[config.mk]
export PLATFORM = sky130hd
export DESIGN_NAME = mrd_sink_framer
export DESIGN_NICKNAME = d
export VERILOG_FILES = /design/src/rtl/mrd_mem_pkt.sv /design/src/rtl/mrd_len_check.sv /design/src/rtl/mrd_sink_framer.sv
export SDC_FILE = /design/constraint.sdc
export NUM_CORES = 1
export LEC_CHECK = 0
export ABC_CLOCK_PERIOD_IN_PS = 3500
export BUFFER_PORTS_ARGS = -buffer_cell sky130_fd_sc_hd__buf_2
export CORE_ASPECT_RATIO = 1.25
export CORE_MARGIN = 3
export CORE_UTILIZATION = 47
export CTS_CLUSTER_DIAMETER = 150
export DETAILED_ROUTE_END_ITERATION = 12
export PLACE_DENSITY = 0.76
export SYNTH_ARGS = -nofsm -noshare
export SYNTH_HDL_FRONTEND = slang
export SYNTH_HIERARCHICAL = 1
export SYNTH_SLANG_ARGS = --single-unit
[constraint.sdc]
create_clock -name clk -period 3.5 [get_ports clk]
set_input_delay 0.35 -clock clk [delete_from_list [all_inputs] [get_ports clk]]
set_output_delay 0.35 -clock clk [all_outputs]
set_load 0.03 [all_outputs]
[src/rtl/mrd_mem_pkt.sv]
// mrd_mem_pkt: shared constants and framer state encoding for the DFT memory sink path
package mrd_mem_pkt;

    localparam int MRD_MIN_PTS = 12;
    localparam int MRD_MAX_PTS = 1200;
    localparam int wDATA_IN    = 18;

    typedef enum logic [2:0] {
        ST_IDLE,
        ST_WAIT_MEM,
        ST_STREAM,
        ST_PAD,
        ST_FLUSH,
        ST_GAP
    } frm_state_e;

endpackage

[src/rtl/mrd_len_check.sv]
// mrd_len_check: combinational legality check of a DFT length (range and multiple of 12)
module mrd_len_check
    import mrd_mem_pkt::*;
#(
    parameter int MIN_PTS = MRD_MIN_PTS,
    parameter int MAX_PTS = MRD_MAX_PTS
) (
    input  logic [11:0] pts,
    output logic        legal
);

    localparam logic [11:0] MIN_L = 12'(MIN_PTS);
    localparam logic [11:0] MAX_L = 12'(MAX_PTS);

    assign legal = (pts >= MIN_L) && (pts <= MAX_L) && ((pts % 12'd12) == 12'd0);

endmodule

[src/rtl/mrd_sink_framer.sv]
// mrd_sink_framer: frames raw samples into exactly dftpts-long packets for the DFT memory sink
module mrd_sink_framer
    import mrd_mem_pkt::*;
#(
    parameter int MAX_PTS = MRD_MAX_PTS,
    parameter int MIN_PTS = MRD_MIN_PTS,
    parameter int MIN_GAP = 4
) (
    input  logic                clk,
    input  logic                rst_n,
    input  logic                cfg_valid,
    input  logic [11:0]         cfg_dftpts,
    output logic                cfg_ready,
    input  logic                s_valid,
    output logic                s_ready,
    input  logic [wDATA_IN-1:0] s_real,
    input  logic [wDATA_IN-1:0] s_imag,
    input  logic                s_last,
    input  logic                mem_rdy,
    output logic                sop,
    output logic                eop,
    output logic                valid,
    output logic [wDATA_IN-1:0] din_real,
    output logic [wDATA_IN-1:0] din_imag,
    output logic [11:0]         dftpts,
    output logic                cfg_err,
    output logic                short_err,
    output logic                long_err
);

    localparam logic [2:0] GAP_LAST = 3'(MIN_GAP - 1);

    frm_state_e          state_q, state_d;
    logic [11:0]         len_q, len_d;
    logic [10:0]         cnt_q, cnt_d;
    logic [2:0]          gap_q, gap_d;
    logic                sop_q, sop_d, eop_q, eop_d, valid_q, valid_d;
    logic [wDATA_IN-1:0] re_q, re_d, im_q, im_d;
    logic [11:0]         dftpts_q, dftpts_d;
    logic                cfg_err_q, cfg_err_d, short_err_q, short_err_d, long_err_q, long_err_d;
    logic                cfg_legal;
    logic                cnt_last;

    mrd_len_check #(.MIN_PTS(MIN_PTS), .MAX_PTS(MAX_PTS)) u_len_check (
        .pts   (cfg_dftpts),
        .legal (cfg_legal)
    );

    assign cnt_last  = ({1'b0, cnt_q} == (len_q - 12'd1));
    assign cfg_ready = rst_n && (state_q == ST_IDLE);
    assign s_ready   = rst_n && ((state_q == ST_STREAM) || (state_q == ST_FLUSH));

    assign sop       = sop_q;
    assign eop       = eop_q;
    assign valid     = valid_q;
    assign din_real  = re_q;
    assign din_imag  = im_q;
    assign dftpts    = dftpts_q;
    assign cfg_err   = cfg_err_q;
    assign short_err = short_err_q;
    assign long_err  = long_err_q;

    // next-state and next output beat; outputs default to an idle beat each cycle
    always_comb begin
        state_d     = state_q;
        len_d       = len_q;
        cnt_d       = cnt_q;
        gap_d       = 3'd0;
        sop_d       = 1'b0;
        eop_d       = 1'b0;
        valid_d     = 1'b0;
        re_d        = '0;
        im_d        = '0;
        dftpts_d    = dftpts_q;
        cfg_err_d   = 1'b0;
        short_err_d = 1'b0;
        long_err_d  = 1'b0;
        case (state_q)
            ST_IDLE: begin
                if (cfg_valid) begin
                    if (cfg_legal) begin
                        len_d   = cfg_dftpts;
                        state_d = ST_WAIT_MEM;
                    end else begin
                        cfg_err_d = 1'b1;
                    end
                end
            end
            ST_WAIT_MEM: begin
                if (mem_rdy) begin
                    cnt_d   = 11'd0;
                    state_d = ST_STREAM;
                end
            end
            ST_STREAM: begin
                if (s_valid) begin
                    valid_d  = 1'b1;
                    sop_d    = (cnt_q == 11'd0);
                    eop_d    = cnt_last;
                    re_d     = s_real;
                    im_d     = s_imag;
                    dftpts_d = (cnt_q == 11'd0) ? len_q : dftpts_q;
                    cnt_d    = cnt_q + 11'd1;
                    if (cnt_last) begin
                        state_d = s_last ? ST_GAP : ST_FLUSH;
                    end else if (s_last) begin
                        short_err_d = 1'b1;
                        state_d     = ST_PAD;
                    end
                end
            end
            ST_PAD: begin
                valid_d = 1'b1;
                eop_d   = cnt_last;
                cnt_d   = cnt_q + 11'd1;
                state_d = cnt_last ? ST_GAP : ST_PAD;
            end
            ST_FLUSH: begin
                if (s_valid && s_last) begin
                    long_err_d = 1'b1;
                    state_d    = ST_GAP;
                end
            end
            ST_GAP: begin
                gap_d   = gap_q + 3'd1;
                state_d = (gap_q == GAP_LAST) ? ST_IDLE : ST_GAP;
            end
            default: state_d = ST_IDLE;
        endcase
    end

    // state and registered output beat; reset aborts any packet in flight
    always_ff @(posedge clk) begin
        if (!rst_n) begin
            state_q     <= ST_IDLE;
            len_q       <= '0;
            cnt_q       <= '0;
            gap_q       <= '0;
            sop_q       <= 1'b0;
            eop_q       <= 1'b0;
            valid_q     <= 1'b0;
            re_q        <= '0;
            im_q        <= '0;
            dftpts_q    <= '0;
            cfg_err_q   <= 1'b0;
            short_err_q <= 1'b0;
            long_err_q  <= 1'b0;
        end else begin
            state_q     <= state_d;
            len_q       <= len_d;
            cnt_q       <= cnt_d;
            gap_q       <= gap_d;
            sop_q       <= sop_d;
            eop_q       <= eop_d;
            valid_q     <= valid_d;
            re_q        <= re_d;
            im_q        <= im_d;
            dftpts_q    <= dftpts_d;
            cfg_err_q   <= cfg_err_d;
            short_err_q <= short_err_d;
            long_err_q  <= long_err_d;
        end
    end

endmodule

==> run summary, run 1 <==
The sink of the worst hold path is din_real[10]. CTS saw 83 sinks. The largest clock skew in the final design came out at 0.01119 ns. The number of flops mapped to enable cells by yosys is 0. The routed design has 8.458 mm of wire. After legalization and detailed placement, the total HPWL measured 6.460 mm. The H-tree depth reported by CTS came out at 3. The normalized max-slew margin is 44.83%. The library cells used most frequently in the layout, excluding fill and tap cells, are sky130_fd_sc_hd__buf_2, sky130_fd_sc_hd__dfxtp_1, sky130_fd_sc_hd__and2_1. The number of buffers inserted by port buffering is 109. The number of violations of the max-capacitance limit came out at 0. Sorting the synthesized cells by area gives the leading types as sky130_fd_sc_hd__dfxtp_1, sky130_fd_sc_hd__and2_1, sky130_fd_sc_hd__mux2i_1. In this run the critical register-to-register path is captured at short_err. The final setup violation count is 0. After detailed routing, the average wire length per cell comes to 14.03 um.

The worst-path maximum fanout came out at 12. The net count after synthesis came out at 458. The final RePlAce weighted congestion came out at 0.8251. The flow ran to the end, and the final reports show no timing, DRC or antenna violations. The reg-to-reg setup timing slack came out at 1.08 ns. The final hold violation count came to 0. The main combinational cell family by area after synthesis is simple AND/OR/NAND/NOR gates. The count of cells in the finished layout, fillers not included, comes to 603. For this design the ratio of total power to cell area is 401.8 nW/um^2. After layout, the worst path uses 87.59% of the clock period.

The global-route usage over all layers came out at 19.62%. The total cell area at the placement stage came out at 4373 sq um. In this run, synthesis produced a sequential element count of 83.

The tightest min-delay check is of the primary input to flip-flop type. The number of pins with negative max-slew slack in the final report is 0. The fraction of synthesis flops using an asynchronous set or reset pin is 0%. The total of warnings raised by yosys is 6. Counting instances, the worst hold path has a depth of 2. In this run the critical register-to-register path is launched from len_q[0]. The number of cell rows came out at 36. For this run, the top clock speed supported by timing is 326.2 MHz.

The routed via count divided by cell count came out at 5.340. The synthesized instance count is 399. IR analysis of the VDD net gives a maximum drop of 369.1 uV.

For this run, design rule violations remaining after detail routing come to 0. After clock tree synthesis, the setup repair step added 0 buffers. The arrival time at the worst endpoint came out at 3.32 ns. The vertical die dimension is 106.5 um. The initial antenna violation count is 0. The transition at the pin with the smallest max-transition slack is 0.8276 ns. Hold repair after CTS inserted 0 buffers.

The clock insertion delay at the later pin of the skew report came out at 0.36 ns. In this run the clock root is driven by a sky130_fd_sc_hd__clkbuf_8. The count of nets left with antenna violations after detail routing is 0. TritonCTS built the clock tree.

The number of distinct standard cells referenced by the synthesized netlist is 65. The deepest clock path buffer count is 2. The mapped netlist covers 3799 sq um. The area of the core is 7838 sq um.

Setup repair after global routing left no endpoint under its margin. For the final routed database, the setup TNS stands at 0 ns. STA classifies the critical path endpoint as a flip-flop.

The post-synthesis simple-gate area fraction is 29.84%. Measured in cells, the most critical reg-to-reg path has a length of 8. The cell area after layout came out at 4597 sq um. The clock slew seen by the registers of the worst setup and hold paths is 0.09 ns. The overall overflow remaining after global route is 0. The leading cell type in the layout, fill and taps excluded is sky130_fd_sc_hd__buf_2. The post-synthesis mux area share is 6.094%.

Of the synthesized area, sequential elements account for 43.74%. The die width is 86.41 um. The average instance in the mapped netlist occupies 9.520 sq um. The wire length of the first global-routing pass is 14.43 mm. The cell leakage power came out at 2.082 nW. The I/O pin count is 110. The number of iterations in the first detailed-routing pass is 6. The post-synthesis share of cell area spent on xor and xnor gates came out at 5.534%. The adder-cell share of the synthesized area is 1.647%.

For this run, the post-layout net count is 562. The data required time of the worst path is 3.76 ns. The worst setup path is launched from a primary input.

The initial standard-cell utilization of the core came out at 48.47%. The critical hold path startpoint is s_real[10]. The number of placed instances, taps included, is 587. The share of synthesized area in the top cell type comes to 43.74%. Summed over all instances, the cell type with the most area after synthesis is sky130_fd_sc_hd__dfxtp_1. The leading register cell type out of synthesis is sky130_fd_sc_hd__dfxtp_1.

Subtracting the final worst setup slack from the clock period gives 3.066 ns. Entering global routing, the biggest net connects 38 pins. The via total after detailed routing is 3220. The die covers 9204 sq um. The number of global-route vias before repair is 3303. Of the cells placed in the final design, the portion with a size suffix greater than 1 is 28.94%.

Buffers inserted during clock tree synthesis total 9. The DRC violation total after the first TritonRoute iteration is 126. The kind of critical path is primary input to flip-flop.

The post-synthesis to final-layout area growth is 21.01%. The synthesized netlist devotes 9.025% of its cell area to compound gates. The number of diodes is 0. Gates resized during post-CTS repair numbered 0.
==> flip-flops by register name, indices dropped and copies added, names as in the netlist <==
name / flops
cfg_err: 1
cnt_q: 11
dftpts: 12
din_imag: 18
din_real: 18
eop: 1
gap_q: 3
len_q: 12
long_err: 1
short_err: 1
sop: 1
state_q: 3
valid: 1
==> where the power goes <==
part           switching (mW)  total (mW)  internal (mW)  leakage [nW]
Clock                   0.354       0.760          0.406         0.102
Sequential            0.00391       0.951          0.947         0.669
Combinational          0.0720       0.136         0.0642          1.31
==> Yosys cell counts, types with 11 or more instances <==
| master | instances |
|---|---|
| sky130_fd_sc_hd__mux2i_1 | 22 |
| sky130_fd_sc_hd__dfxtp_1 | 83 |
| sky130_fd_sc_hd__nor2_1 | 24 |
| sky130_fd_sc_hd__nor2b_1 | 28 |
| sky130_fd_sc_hd__xor2_1 | 11 |
| sky130_fd_sc_hd__a21oi_1 | 11 |
| sky130_fd_sc_hd__and3_1 | 11 |
| sky130_fd_sc_hd__and2_1 | 43 |
| sky130_fd_sc_hd__xnor2_1 | 13 |
| sky130_fd_sc_hd__nand2_1 | 20 |
==> how the worst max path moves through the flow <==
stage / startpoint / end / slack, ns / cells after the start
after global placement: cfg_dftpts[10] / len_q[1] / 0.21 / 14
after detailed placement: cfg_dftpts[11] / len_q[9] / 0.09 / 14
after global routing: cfg_dftpts[11] / len_q[7] / 0.14 / 14
after floorplan: cfg_dftpts[11] / len_q[0] / 0.16 / 14
final: cfg_dftpts[11] / len_q[1] / 0.43 / 14
after CTS: cfg_dftpts[11] / len_q[1] / 0.45 / 14
==> cells by family (layout without fill, tap and decap cells) <==
family,count (synthesis),count (layout)
flops,83,83
compound gates,49,49
xor+xnor,24,24
fa+ha+maj,5,5
simple gates,188,188
mux,23,23
buf+inv,27,136
==> final cells by class <==
type | instances | area [sq um]
Clock inverter | 7 | 100.1
Inverter | 9 | 33.78
Multi-Input combinational cell | 289 | 1986
Fill cell | 699 | 3241
Sequential cell | 83 | 1662
Tap cell | 95 | 118.9
Clock buffer | 9 | 123.9
Timing Repair Buffer | 111 | 573.1
==> critical path, cell delays in order <==
cell                        delay (ns)
sky130_fd_sc_hd__buf_2            0.17
sky130_fd_sc_hd__nor3b_1          0.37
sky130_fd_sc_hd__a2111oi_0        0.13
sky130_fd_sc_hd__a21oi_1          0.32
sky130_fd_sc_hd__nand2_1          0.16
sky130_fd_sc_hd__o2111a_1         0.27
sky130_fd_sc_hd__o31a_1           0.11
sky130_fd_sc_hd__or3b_1           0.36
sky130_fd_sc_hd__a31oi_1          0.27
sky130_fd_sc_hd__nand3_1          0.16
sky130_fd_sc_hd__nor3_2           0.20
sky130_fd_sc_hd__buf_12           0.18
sky130_fd_sc_hd__mux2i_1          0.20
sky130_fd_sc_hd__nor2b_1          0.06
==> routing by layer <==
metal | share of wire, % | GRT usage [%] | routed length (um)
met5 | 0 | 0 | 0
met4 | 1.6 | 9.020 | 136
met3 | 10 | 8.062 | 857
met2 | 48 | 32.77 | 4074
met1 | 40 | 21.37 | 3390
==> stage by stage <==
| step | power, mW | util, % | setup slack, ns | hold slack [ns] |
|---|---|---|---|---|
| 3_3_place_gp | 1.105 | 55.79 | 0.2077 | 0.4060 |
| 5_1_grt | 1.924 | 58.65 | 0.1406 | 0.1779 |
| 6_report | 1.847 | 58.65 | 0.4343 | 0.1857 |
| 3_5_place_dp | 1.109 | 55.79 | 0.08867 | 0.4228 |
| 4_1_cts | 1.871 | 58.65 | 0.4523 | 0.1693 |
| 2_1_floorplan | 1.056 | - | 0.1604 | 0.3974 |
Note: power is estimated with default switching activity, not from simulation.
==> inputs of run 2 (changes only) <==
--- a/config.mk
+++ b/config.mk
@@ -6,13 +6,14 @@
 export NUM_CORES = 1
 export LEC_CHECK = 0
 export ABC_CLOCK_PERIOD_IN_PS = 3500
-export BUFFER_PORTS_ARGS = -buffer_cell sky130_fd_sc_hd__buf_2
 export CORE_ASPECT_RATIO = 1.25
 export CORE_MARGIN = 3
-export CORE_UTILIZATION = 47
+export CORE_UTILIZATION = 55
 export CTS_CLUSTER_DIAMETER = 150
 export DETAILED_ROUTE_END_ITERATION = 12
-export PLACE_DENSITY = 0.76
+export DONT_BUFFER_PORTS = 1
+export GPL_TIMING_DRIVEN = 1
+export PLACE_DENSITY = 0.73
 export SYNTH_ARGS = -nofsm -noshare
 export SYNTH_HDL_FRONTEND = slang
 export SYNTH_HIERARCHICAL = 1
==> run 2 against run 1 <==
Effect of this change:
- sequential share of layout area increased by 5.5 points
- die area decreased by 14%
- sequential cell count did not move
- total power decreased by 9.7%
- count of clock-buffer cells in the layout up 1
- clock skew down 0.0022 ns
- critical endpoint is now len_q[8]
==> run summary, run 2 (synthesis results as in run 1) <==
The run finished with clean final reports. The met1 track demand over resource in global routing is 24.41% (+3.0 points). The number of clock buffers inserted by TritonCTS is 9 (unchanged). The post-cts sizing count came out at 0 (unchanged). The initial standard-cell utilization of the core is 57.14% (+8.7 points). The number of buffers inserted by port buffering was 0 (-100%).

The initial antenna violation count is 0 (unchanged). The number of diodes is 0 (unchanged). The largest clock skew in the final design is 0.008994 ns (-0.002194 ns). The worst supply voltage drop on vdd is 259.4 uV (-30%). The number of cell rows was 33 (-8.3%). The critical path's largest stage delay came out at 0.35 ns (-0.02 ns). The transition at the pin with the smallest max-transition slack is 0.8043 ns (-0.02327 ns). The final total negative setup slack came out at 0 ns (unchanged). The data required time of the worst path came out at 3.73 ns (-0.03 ns). The worst-path maximum fanout is 12 (unchanged). The number of nets in the layout is 453 (-19%).

The H-tree depth reported by CTS came out at 3 (unchanged). The area of the core came out at 6648 sq um (-15%). Setup repair after global routing left no endpoint under its margin.

The worst hold path depth is 1 (-1). The clock insertion delay at the later pin of the skew report is 0.34 ns (-0.02 ns). The global-route usage over all layers came out at 20.30% (+0.69 points). The routed via count divided by cell count came out at 5.708 (+6.9%). In this run the worst hold path is classified as primary input to flip-flop. The vertical die dimension came out at 98.92 um (-7.1%).

The number of iterations in the first detailed-routing pass is 4 (-2). The number of violations of the max-capacitance limit is 0 (unchanged). Traced cell by cell, the critical path runs through nor3b_1, a2111oi_0, a21oi_1, nand2_1, o2111a_1, o31a_1, or3b_1, a31oi_1, nand3_1, nor3_2, buf_4, mux2i_1, nor2b_1. The normalized max-slew margin came out at 46.38% (+1.6 points). The number of clock sinks seen by CTS is 83 (unchanged). The met3 track demand over resource in global routing came out at 8.684% (+0.62 points). The proportion of layout cells with a drive suffix above 1 is 9.524% (-19 points). The number of pins with negative max-slew slack in the final report came out at 0 (unchanged). The clock slew seen by the registers of the worst setup and hold paths is 0.09 ns (about the same). The final routed DRC violation total came to 0 (unchanged). The DRC violation total after the first TritonRoute iteration is 133 (+5.6%). The kind of end point of the critical path is a flip-flop.

The minimum clock period after layout is 2.870 ns (-0.1957 ns). The final setup violation count was 0 (unchanged). The ratio of total power to cell area came out at 418.2 nW/um^2 (+4.1%). The tree is rooted in a sky130_fd_sc_hd__clkbuf_8. The quantity of hold-fixing buffers added after cts is 0 (unchanged). The worst setup path is launched from a primary input.

The reg-to-reg setup timing slack came out at 1.10 ns (+0.02 ns). In this run the most critical hold path is launched from s_real[16]. The half-perimeter wire length of the detailed placement result is 5.836 mm (-9.7%).

The total power came out at 1.668 mW (-9.7%). The via total after detailed routing is 2774 (-14%). The leading cell type in the layout, fill and taps excluded is sky130_fd_sc_hd__dfxtp_1. The per-cell routed wire length is 16.06 um (+14%). The terminus of the critical flop-to-flop path is short_err. The met2 usage came out at 32.08% (-0.69 points). The depth of the most critical reg-to-reg path came out at 8 (unchanged). The I/O pin count came out at 110 (unchanged). The wire length of the first global-routing pass is 12.72 mm (-12%). The number of buffers inserted to repair setup after CTS is 0 (unchanged).

TritonCTS built the clock tree. The final hold violation count was 0 (unchanged). The worst hold path terminates at din_real[16].

The final RePlAce weighted congestion is 0.8567 (+3.8%). The reg-to-reg critical path startpoint is len_q[0]. The largest individual stage delay along the critical path comes from the cell sky130_fd_sc_hd__or3b_1. The upper clock frequency limit was 348.4 MHz (+6.8%). The number of global-route vias before repair is 2721 (-18%). The critical path is of the primary input to flip-flop type. The wire length after detailed routing came to 7.804 mm (-7.7%). The overall overflow remaining after global route came to 0 (unchanged). The top cell types in the final layout, fill and taps aside, are sky130_fd_sc_hd__dfxtp_1, sky130_fd_sc_hd__and2_1, sky130_fd_sc_hd__nor2b_1. The count of nets left with antenna violations after detail routing is 0 (unchanged). The cell leakage power came to 1.546 nW (-26%).

The share of the cycle needed by the critical path after routing came out at 82.00% (-5.6 points). The arrival time at the worst endpoint is 3.10 ns (-0.22 ns). The final-layout fill cell count is 593 (-15%). The pin count of the biggest net entering global routing is 38 (unchanged). The deepest clock path buffer count was 2 (unchanged). The busiest layer in global routing is met2. The die width is 80.33 um (-7.0%). Relative to the synthesized area, the layout overhead comes to 5.007%.

The die outline area is 7946 sq um (-14%).
-- run 2: worst max path at each step --
stage                         startpoint  endpoint  slack, ns  depth (start not counted)
after global placement     cfg_dftpts[7]  len_q[1]       0.38                         13
after floorplan           cfg_dftpts[11]  len_q[0]       0.16                         14
after CTS                 cfg_dftpts[11]  len_q[8]       0.67                         13
after global routing      cfg_dftpts[11]  len_q[3]       0.42                         13
final                     cfg_dftpts[11]  len_q[8]       0.63                         13
after detailed placement   cfg_dftpts[7]  len_q[8]       0.31                         13
-- run 2: per-layer routing --
metal | vias up | wire (um)
li1 | 1371 | -
met1 | 1272 | 3237
met2 | 121 | 3657
met3 | 10 | 812
met4 | 0 | 96
met5 | - | 0
-- run 2: power breakdown --
group / switching [mW] / internal [mW] / total [mW]
sequential: 0.00796 / 0.947 / 0.955
clock: 0.346 / 0.282 / 0.628
combinational: 0.0429 / 0.0422 / 0.0851
total: 0.397 / 1.27 / 1.67
-- run 2: final cells by class --
cell class	count	area, sq um	share of cell area, %
clock buffer	10	137.6	3.450
clock inverter	6	46.29	1.161
inverter	9	33.78	0.8469
multi-input combinational	289	1986	49.78
sequential	83	1662	41.66
tap	87	108.9	2.729
timing repair buffer	2	15.01	0.3764
-- run 2: critical path: cells and delay by family --
family	cells	cell delay (ns)
AND/OR/NAND/NOR	6	1.19
multiplexers	1	0.21
AO/OA/AOI/OAI	5	1.10
buffers and inverters	1	0.25
-- run 2: per-stage QoR --
stage               area (sq um)  cells  hold slack (ns)  worst slack [ns]  utilization, %
global placement            3805    470           0.4106            0.3783           57.24
floorplan                   3799    399           0.3974            0.1604               -
finish                      3989    486           0.1221            0.6300           60.00
CTS                         3989    486           0.1069            0.6685           60.00
global route                3989    486           0.1002            0.4202           60.00
detailed placement          3805    470           0.4227            0.3113           57.24
